File: config.mk
export PLATFORM = sky130hd
export DESIGN_NAME = mem_arbiter_flat
export DESIGN_NICKNAME = d
export VERILOG_FILES = /design/src/rtl/mem_arbiter_pkg.sv /design/src/rtl/mem_arbiter_if.sv /design/src/rtl/mem_arbiter_wait_timer.sv /design/src/rtl/mem_arbiter.sv /design/src/flat_wrapper.sv
export SDC_FILE = /design/constraint.sdc
export NUM_CORES = 1
export LEC_CHECK = 0
export BUFFER_PORTS_ARGS = -buffer_cell sky130_fd_sc_hd__buf_2
export CORE_MARGIN = 10
export CORE_UTILIZATION = 45
export CTS_CLUSTER_DIAMETER = 50
export CTS_CLUSTER_SIZE = 20
export DETAILED_ROUTE_END_ITERATION = 8
export GPL_TIMING_DRIVEN = 0
export HOLD_SLACK_MARGIN = 0.02
export PLACE_DENSITY = 0.71
export SYNTH_ARGS = -nofsm -noshare
export SYNTH_HDL_FRONTEND = slang
export SYNTH_HIERARCHICAL = 1
export SYNTH_SLANG_ARGS = --single-unit
File: constraint.sdc
create_clock -name clk -period 4.8 [get_ports clk]
set_clock_uncertainty 0.15 [all_clocks]
set_input_delay 0.48 -clock clk [delete_from_list [all_inputs] [get_ports clk]]
set_output_delay 0.48 -clock clk [all_outputs]
set_load 0.05 [all_outputs]
File: src/rtl/mem_arbiter_pkg.sv
// Shared types and constants for the memory arbiter slice.
package mem_arbiter_pkg;

  localparam int unsigned ADDR_W_DEF = 16;
  localparam int unsigned DATA_W_DEF = 16;

  localparam logic [15:0] NOP_INSTR = 16'h0000;

  typedef enum logic [1:0] {
    IDLE  = 2'b00,
    DATA  = 2'b01,
    INSTR = 2'b10,
    DONE  = 2'b11
  } state_t;

endpackage

File: src/rtl/mem_arbiter_if.sv
// Core-side and backing-memory-side signals of the arbiter, grouped as one bus.
interface mem_arbiter_if #(
  parameter int unsigned ADDR_W = mem_arbiter_pkg::ADDR_W_DEF,
  parameter int unsigned DATA_W = mem_arbiter_pkg::DATA_W_DEF
);

  logic              i_fetch;
  logic [ADDR_W-1:0] i_addr;
  logic              re;
  logic              we;
  logic [ADDR_W-1:0] d_addr;
  logic [DATA_W-1:0] wrt_data;
  logic [DATA_W-1:0] instr;
  logic [DATA_W-1:0] rd_data;
  logic              ready;
  logic              mem_req;
  logic              mem_we;
  logic [ADDR_W-1:0] mem_addr;
  logic [DATA_W-1:0] mem_wdata;
  logic [DATA_W-1:0] mem_rdata;
  logic              mem_valid;
  logic              err;

  // The arbiter itself.
  modport master (
    input  i_fetch, i_addr, re, we, d_addr, wrt_data, mem_rdata, mem_valid,
    output instr, rd_data, ready, mem_req, mem_we, mem_addr, mem_wdata, err
  );

  // Core plus backing memory, as seen from the other side.
  modport slave (
    output i_fetch, i_addr, re, we, d_addr, wrt_data, mem_rdata, mem_valid,
    input  instr, rd_data, ready, mem_req, mem_we, mem_addr, mem_wdata, err
  );

endinterface

File: src/rtl/mem_arbiter_wait_timer.sv
// Watchdog for one outstanding memory access; expired fires on the cycle
// the count would reach limit.
module wait_timer (
  input  logic       clk,
  input  logic       rst,
  input  logic       clear,
  input  logic       tick,
  input  logic [7:0] limit,
  output logic       expired
);

  logic [7:0] count;

  always_ff @(posedge clk or posedge rst) begin
    if (rst) begin
      count <= '0;
    end else if (clear) begin
      count <= '0;
    end else if (tick) begin
      count <= count + 8'd1;
    end
  end

  assign expired = tick && (count == limit - 8'd1);

endmodule

File: src/rtl/mem_arbiter.sv
// Serialises core data and fetch requests onto a single-port, variable-latency
// memory; data access always precedes the fetch.
module mem_arbiter
  import mem_arbiter_pkg::*;
#(
  parameter int unsigned ADDR_W   = ADDR_W_DEF,
  parameter int unsigned DATA_W   = DATA_W_DEF,
  parameter int unsigned MAX_WAIT = 255
) (
  input  logic         clk,
  input  logic         rst,
  mem_arbiter_if.master bus
);

  state_t            state;
  logic              l_fetch;
  logic              l_we;
  logic [ADDR_W-1:0] l_i_addr;

  logic any_req;
  logic data_req;
  logic in_access;
  logic finish;
  logic expired;
  logic wt_clear;
  logic wt_tick;

  assign any_req   = bus.i_fetch | bus.re | bus.we;
  assign data_req  = bus.re | bus.we;
  assign in_access = (state == DATA) || (state == INSTR);
  assign finish    = bus.mem_valid || expired;
  assign wt_tick   = in_access && !bus.mem_valid;
  assign wt_clear  = !in_access || finish;

  assign bus.ready = !rst && ((state == DONE) || ((state == IDLE) && !any_req));

  wait_timer u_wait_timer (
    .clk     (clk),
    .rst     (rst),
    .clear   (wt_clear),
    .tick    (wt_tick),
    .limit   (8'(MAX_WAIT)),
    .expired (expired)
  );

  // d_addr and wrt_data are latched straight into mem_addr/mem_wdata, which
  // already hold them for the whole data access.
  always_ff @(posedge clk or posedge rst) begin
    if (rst) begin
      state         <= IDLE;
      l_fetch       <= 1'b0;
      l_we          <= 1'b0;
      l_i_addr      <= '0;
      bus.instr     <= DATA_W'(NOP_INSTR);
      bus.rd_data   <= '0;
      bus.mem_req   <= 1'b0;
      bus.mem_we    <= 1'b0;
      bus.mem_addr  <= '0;
      bus.mem_wdata <= '0;
      bus.err       <= 1'b0;
    end else begin
      case (state)
        IDLE: begin
          if (any_req) begin
            l_fetch       <= bus.i_fetch;
            l_we          <= bus.we;
            l_i_addr      <= bus.i_addr;
            bus.mem_req   <= 1'b1;
            bus.mem_wdata <= bus.wrt_data;
            if (data_req) begin
              bus.mem_we   <= bus.we;
              bus.mem_addr <= bus.d_addr;
              state        <= DATA;
            end else begin
              bus.mem_we   <= 1'b0;
              bus.mem_addr <= bus.i_addr;
              state        <= INSTR;
            end
          end
        end
        DATA: begin
          if (finish) begin
            if (!l_we) begin
              bus.rd_data <= bus.mem_valid ? bus.mem_rdata : '0;
            end
            if (expired) begin
              bus.err <= 1'b1;
            end
            bus.mem_we <= 1'b0;
            if (l_fetch) begin
              bus.mem_addr <= l_i_addr;
              state        <= INSTR;
            end else begin
              bus.mem_req <= 1'b0;
              state       <= DONE;
            end
          end
        end
        INSTR: begin
          if (finish) begin
            bus.instr <= bus.mem_valid ? bus.mem_rdata : DATA_W'(NOP_INSTR);
            if (expired) begin
              bus.err <= 1'b1;
            end
            bus.mem_req <= 1'b0;
            bus.mem_we  <= 1'b0;
            state       <= DONE;
          end
        end
        DONE: begin
          state <= IDLE;
        end
        default: begin
          state <= IDLE;
        end
      endcase
    end
  end

endmodule

File: src/flat_wrapper.sv
// flat-port wrapper written by rule: the top's interface ports become plain ports
module mem_arbiter_flat import mem_arbiter_pkg::*;
#(
  parameter int unsigned ADDR_W   = ADDR_W_DEF,
  parameter int unsigned DATA_W   = DATA_W_DEF,
  parameter int unsigned MAX_WAIT = 255
)
  (clk, rst, bus_i_fetch, bus_i_addr, bus_re, bus_we, bus_d_addr, bus_wrt_data, bus_mem_rdata, bus_mem_valid, bus_instr, bus_rd_data, bus_ready, bus_mem_req, bus_mem_we, bus_mem_addr, bus_mem_wdata, bus_err);
  mem_arbiter_if #(.ADDR_W(ADDR_W), .DATA_W(DATA_W)) bus_i ();
  input  logic clk;
  input  logic rst;
  input wire logic [$bits(bus_i.i_fetch)-1:0] bus_i_fetch;
  input wire logic [$bits(bus_i.i_addr)-1:0] bus_i_addr;
  input wire logic [$bits(bus_i.re)-1:0] bus_re;
  input wire logic [$bits(bus_i.we)-1:0] bus_we;
  input wire logic [$bits(bus_i.d_addr)-1:0] bus_d_addr;
  input wire logic [$bits(bus_i.wrt_data)-1:0] bus_wrt_data;
  input wire logic [$bits(bus_i.mem_rdata)-1:0] bus_mem_rdata;
  input wire logic [$bits(bus_i.mem_valid)-1:0] bus_mem_valid;
  output wire logic [$bits(bus_i.instr)-1:0] bus_instr;
  output wire logic [$bits(bus_i.rd_data)-1:0] bus_rd_data;
  output wire logic [$bits(bus_i.ready)-1:0] bus_ready;
  output wire logic [$bits(bus_i.mem_req)-1:0] bus_mem_req;
  output wire logic [$bits(bus_i.mem_we)-1:0] bus_mem_we;
  output wire logic [$bits(bus_i.mem_addr)-1:0] bus_mem_addr;
  output wire logic [$bits(bus_i.mem_wdata)-1:0] bus_mem_wdata;
  output wire logic [$bits(bus_i.err)-1:0] bus_err;
  assign bus_i.i_fetch = bus_i_fetch;
  assign bus_i.i_addr = bus_i_addr;
  assign bus_i.re = bus_re;
  assign bus_i.we = bus_we;
  assign bus_i.d_addr = bus_d_addr;
  assign bus_i.wrt_data = bus_wrt_data;
  assign bus_i.mem_rdata = bus_mem_rdata;
  assign bus_i.mem_valid = bus_mem_valid;
  assign bus_instr = bus_i.instr;
  assign bus_rd_data = bus_i.rd_data;
  assign bus_ready = bus_i.ready;
  assign bus_mem_req = bus_i.mem_req;
  assign bus_mem_we = bus_i.mem_we;
  assign bus_mem_addr = bus_i.mem_addr;
  assign bus_mem_wdata = bus_i.mem_wdata;
  assign bus_err = bus_i.err;
  mem_arbiter #(.ADDR_W(ADDR_W), .DATA_W(DATA_W), .MAX_WAIT(MAX_WAIT)) u_core (.clk(clk), .rst(rst), .bus(bus_i));
endmodule
==> insert_results.sql <==
INSERT INTO impl_metrics (metric_group, metric, value, unit) VALUES
('place', 'dp_worst_setup_slack', '606', 'ps'),
('setup_path', 'timing.critical_path.to_type', 'flip-flop', ''),
('grt', 'globalRouteOverflowTotal', '0', ''),
('power_and_ir_drop', 'static_leak', '0.00296', 'µW'),
('setup_path', 'critPathArrivalTime', '4350', 'ps'),
('route', 'routed.top_layer', 'met4', ''),
('clock_tree', 'cts_max_path_buffers', '2', ''),
('route', 'antenna_left', '0', ''),
('clock_tree', 'cts_tree', 'done', ''),
('setup_path', 'crit_path_cell_trace', 'inv_1 > ha_1 > nor2b_1 > clkbuf_1 > nand3_1 > or4_1 > a211oi_1 > nor2_1 > nand2_1 > clkbuf_1 > o2111ai_1 > or3_1 > a21oi_1', ''),
('grt', 'overall_routing_resource_usage', '0.159', ''),
('yosys', 'synthDominantAreaCellType', 'sky130_fd_sc_hd__dfrtp_1', ''),
('clock_tree', 'clkSinkCount', '95', ''),
('yosys', 'synth_xor_area_frac', '0.0317', ''),
('power_and_ir_drop', 'ir_worst_vdd', '0.463', 'mV'),
('yosys', 'synth_area', '0.00469', 'mm²'),
('grt', 'first_global_vias', '3758', ''),
('route', 'vias', '3618', ''),
('yosys', 'yosys_most_used_dff', 'sky130_fd_sc_hd__dfrtp_1', ''),
('floorplan', 'num_rows', '37', ''),
('grt', 'pin_count_of_the_biggest_net_entering_global_routing', '52', ''),
('timing', 'worst_slack', '595', 'ps'),
('timing', 'worst_slew_margin_rel', '0.502', ''),
('floorplan', 'num_io_pins', '138', ''),
('yosys', 'synth.top_cells.by_area', 'sky130_fd_sc_hd__dfrtp_1, sky130_fd_sc_hd__mux2_2, sky130_fd_sc_hd__mux2i_1', ''),
('yosys', 'yosys.cell_types.count', '55', ''),
('setup_path', 'startpoint_type', 'flip-flop', ''),
('finish', 'mostFrequentLayoutCell', 'sky130_fd_sc_hd__buf_2', ''),
('yosys', 'arithmetic_cell_share_of_the_synthesized_area_counting_full_adders_half_adders_and_majority_gates', '0.0187', ''),
('clock_tree', 'cts_setup_buffers', '0', ''),
('yosys', 'synth_top_area_frac', '0.507', ''),
('setup_path', 'worst_path_max_delay_cell', 'sky130_fd_sc_hd__a211oi_1', ''),
('clock_tree', 'numCtsBuffers', '9', ''),
('floorplan', 'dieWidth', '122', 'µm'),
('floorplan', 'die_area', '0.0149', 'mm²'),
('route', 'wl', '11800', 'µm'),
('yosys', 'synth_top_family_by_area', 'compound AO/OA/AOI/OAI gates', ''),
('timing', 'fin_hold_ws', '172', 'ps'),
('finish', 'final_net_count', '661', ''),
('route', 'drt_first_iter_violations', '207', ''),
('grt', 'grt_antenna_before_repair', '1', ''),
('setup_path', 'required', '4940', 'ps'),
('yosys', 'synth_instances', '406', ''),
('floorplan', 'core_area', '0.0102', 'mm²'),
('power_and_ir_drop', 'power-per-cell-area', '746', 'mW/mm²'),
('finish', 'layout_common_cells', 'sky130_fd_sc_hd__buf_2, sky130_fd_sc_hd__dfrtp_1, sky130_fd_sc_hd__inv_1, sky130_fd_sc_hd__mux2_2, sky130_fd_sc_hd__conb_1', ''),
('route', 'drt-wirelength-per-cell', '16.3', 'µm'),
('place', 'buffer_ports.inserted', '137', ''),
('yosys', 'yosys_warnings', '6', ''),
('timing', 'hold_viol_final', '0', ''),
('timing', 'fmaxAchievable', '238', 'MHz'),
('setup_path', 'cp_slowest_stage_delay', '610', 'ps'),
('timing', 'post-route-period-util', '0.876', ''),
('yosys', 'synth_simple_gate_area_share', '0.101', ''),
('run', 'maxCapViolations', '0', ''),
('finish', 'drive_gt1_frac', '0.360', ''),
('place', 'post-dp-hpwl', '9020', 'µm'),
('clock_tree', 'cts.hold.buffers_added', '1', ''),
('route', 'vias_per_cell', '4.98', ''),
('power_and_ir_drop', 'power', '4420', 'µW'),
('floorplan', 'initial_utilization', '0.458', ''),
('timing', 'finalSetupViolCount', '0', ''),
('setup_path', 'timing_worst_setup_path_type', 'flip-flop to flip-flop', ''),
('yosys', 'post_synth_mux_area_share', '0.119', ''),
('finish', 'layout-area-overhead-vs-synth', '26.1', '%'),
('route', 'post-route-drc-count', '0', ''),
('clock_tree', 'cts-htree-levels', '3', ''),
('clock_tree', 'clk_transition_reported_paths', '90', 'ps'),
('yosys', 'synth_edf_count', '0', ''),
('yosys', 'synth_compound_area_frac', '0.150', ''),
('status', 'run_status', 'finished, final reports clean', '');
final timing paths:
check | startpoint | to | slack [ps] | cells past startpoint
worst max-delay path | u_core/state[0]$_DFFE_PP0P_ | u_core/u_wait_timer/count[6]$_DFFE_PP0P_ | 600 | 13
min in group asynchronous | rst | u_core/u_wait_timer/count[1]$_DFFE_PP0P_ | 480 | 3
max in group asynchronous | rst | u_core/bus.mem_wdata[2]$_DFFE_PP0P_ | 3340 | 4
worst min register to register | u_core/bus.err$_DFFE_PP0P_ | u_core/bus.err$_DFFE_PP0P_ | 310 | 1
worst min-delay path | bus_wrt_data[15] | u_core/bus.mem_wdata[15]$_DFFE_PP0P_ | 170 | 2
worst max register to register | u_core/state[0]$_DFFE_PP0P_ | u_core/u_wait_timer/count[6]$_DFFE_PP0P_ | 600 | 13
through the flow:
stage	utilization	cells	area, µm²
detailed placement	0.555	708	5680
floorplan	-	434	4800
finish	0.578	726	5920
CTS	0.578	725	5910
global route	0.578	725	5910
global placement	0.552	707	5650
power breakdown:
part	internal (µW)	total, µW	switching (µW)
Sequential	1160	1350	189
Clock	308	588	280
Combinational	805	2470	1670
cells in the mapped netlist, types with 2 or more instances:
master / n
sky130_fd_sc_hd__o311ai_0: 2
sky130_fd_sc_hd__buf_2: 5
sky130_fd_sc_hd__mux2_1: 2
sky130_fd_sc_hd__o21ai_0: 2
sky130_fd_sc_hd__xnor2_1: 12
sky130_fd_sc_hd__nand2_1: 26
sky130_fd_sc_hd__nor2_1: 15
sky130_fd_sc_hd__mux2_2: 30
sky130_fd_sc_hd__a211oi_1: 2
sky130_fd_sc_hd__or2_1: 2
sky130_fd_sc_hd__buf_4: 6
sky130_fd_sc_hd__nor3_1: 3
sky130_fd_sc_hd__o21a_1: 2
sky130_fd_sc_hd__xor2_1: 5
sky130_fd_sc_hd__mux2i_1: 20
sky130_fd_sc_hd__buf_6: 6
sky130_fd_sc_hd__clkbuf_1: 7
sky130_fd_sc_hd__a21oi_1: 19
sky130_fd_sc_hd__dfrtp_1: 95
sky130_fd_sc_hd__ha_1: 7
sky130_fd_sc_hd__and2_1: 2
sky130_fd_sc_hd__a211o_1: 16
sky130_fd_sc_hd__a32o_1: 16
sky130_fd_sc_hd__a22o_1: 16
sky130_fd_sc_hd__inv_1: 41
sky130_fd_sc_hd__nand3_1: 3
sky130_fd_sc_hd__nor3b_1: 16
state kept, by name, summed over array words and instances, names as in the netlist:
name                       flops
u_core/bus.mem_req             1
u_core/bus.mem_wdata          16
u_core/l_we                    1
u_core/bus.err                 1
u_core/bus.mem_addr           16
u_core/bus.mem_we              1
u_core/bus.instr              16
u_core/l_i_addr               16
u_core/l_fetch                 1
u_core/u_wait_timer/count      8
u_core/state                   2
u_core/bus.rd_data            16
critical path, delay by kind of cell, from the launching register on:
family	cells	cell delay, ps
compound gates	3	1000
fa+ha+maj	1	410
simple gates	6	1400
buf+inv	3	770
flops	1	410
routing by layer:
| metal | vias to the layer above | track usage |
|---|---|---|
| met4 | 0 | 0.0611 |
| met3 | 12 | 0.0398 |
| met2 | 89 | 0.263 |
| met1 | 1753 | 0.197 |
| met5 | - | 0 |
| li1 | 1764 | - |
final cells by class:
cell class,instances,area [µm²]
Inverter,41,156
Clock inverter,5,81.3
Tap cell,136,170
Antenna cell,1,2.50
Multi-Input combinational cell,272,2080
Buffer,26,184
Sequential cell,95,2380
Clock buffer,11,141
Timing Repair Buffer,139,723
Fill cell,889,4310
logic make-up (layout without fill, tap and decap cells):
| logic type | Yosys count | in the layout |
|---|---|---|
| flip-flops | 95 | 95 |
| AO/OA/AOI/OAI | 86 | 86 |
| AND/OR/NAND/NOR | 81 | 81 |
| buffers and inverters | 67 | 222 |
| multiplexers | 52 | 52 |
| XOR/XNOR | 17 | 17 |
| adder cells (fa/ha/maj) | 7 | 7 |
| other | 1 | 30 |
Note: power is estimated with default switching activity, not from simulation.
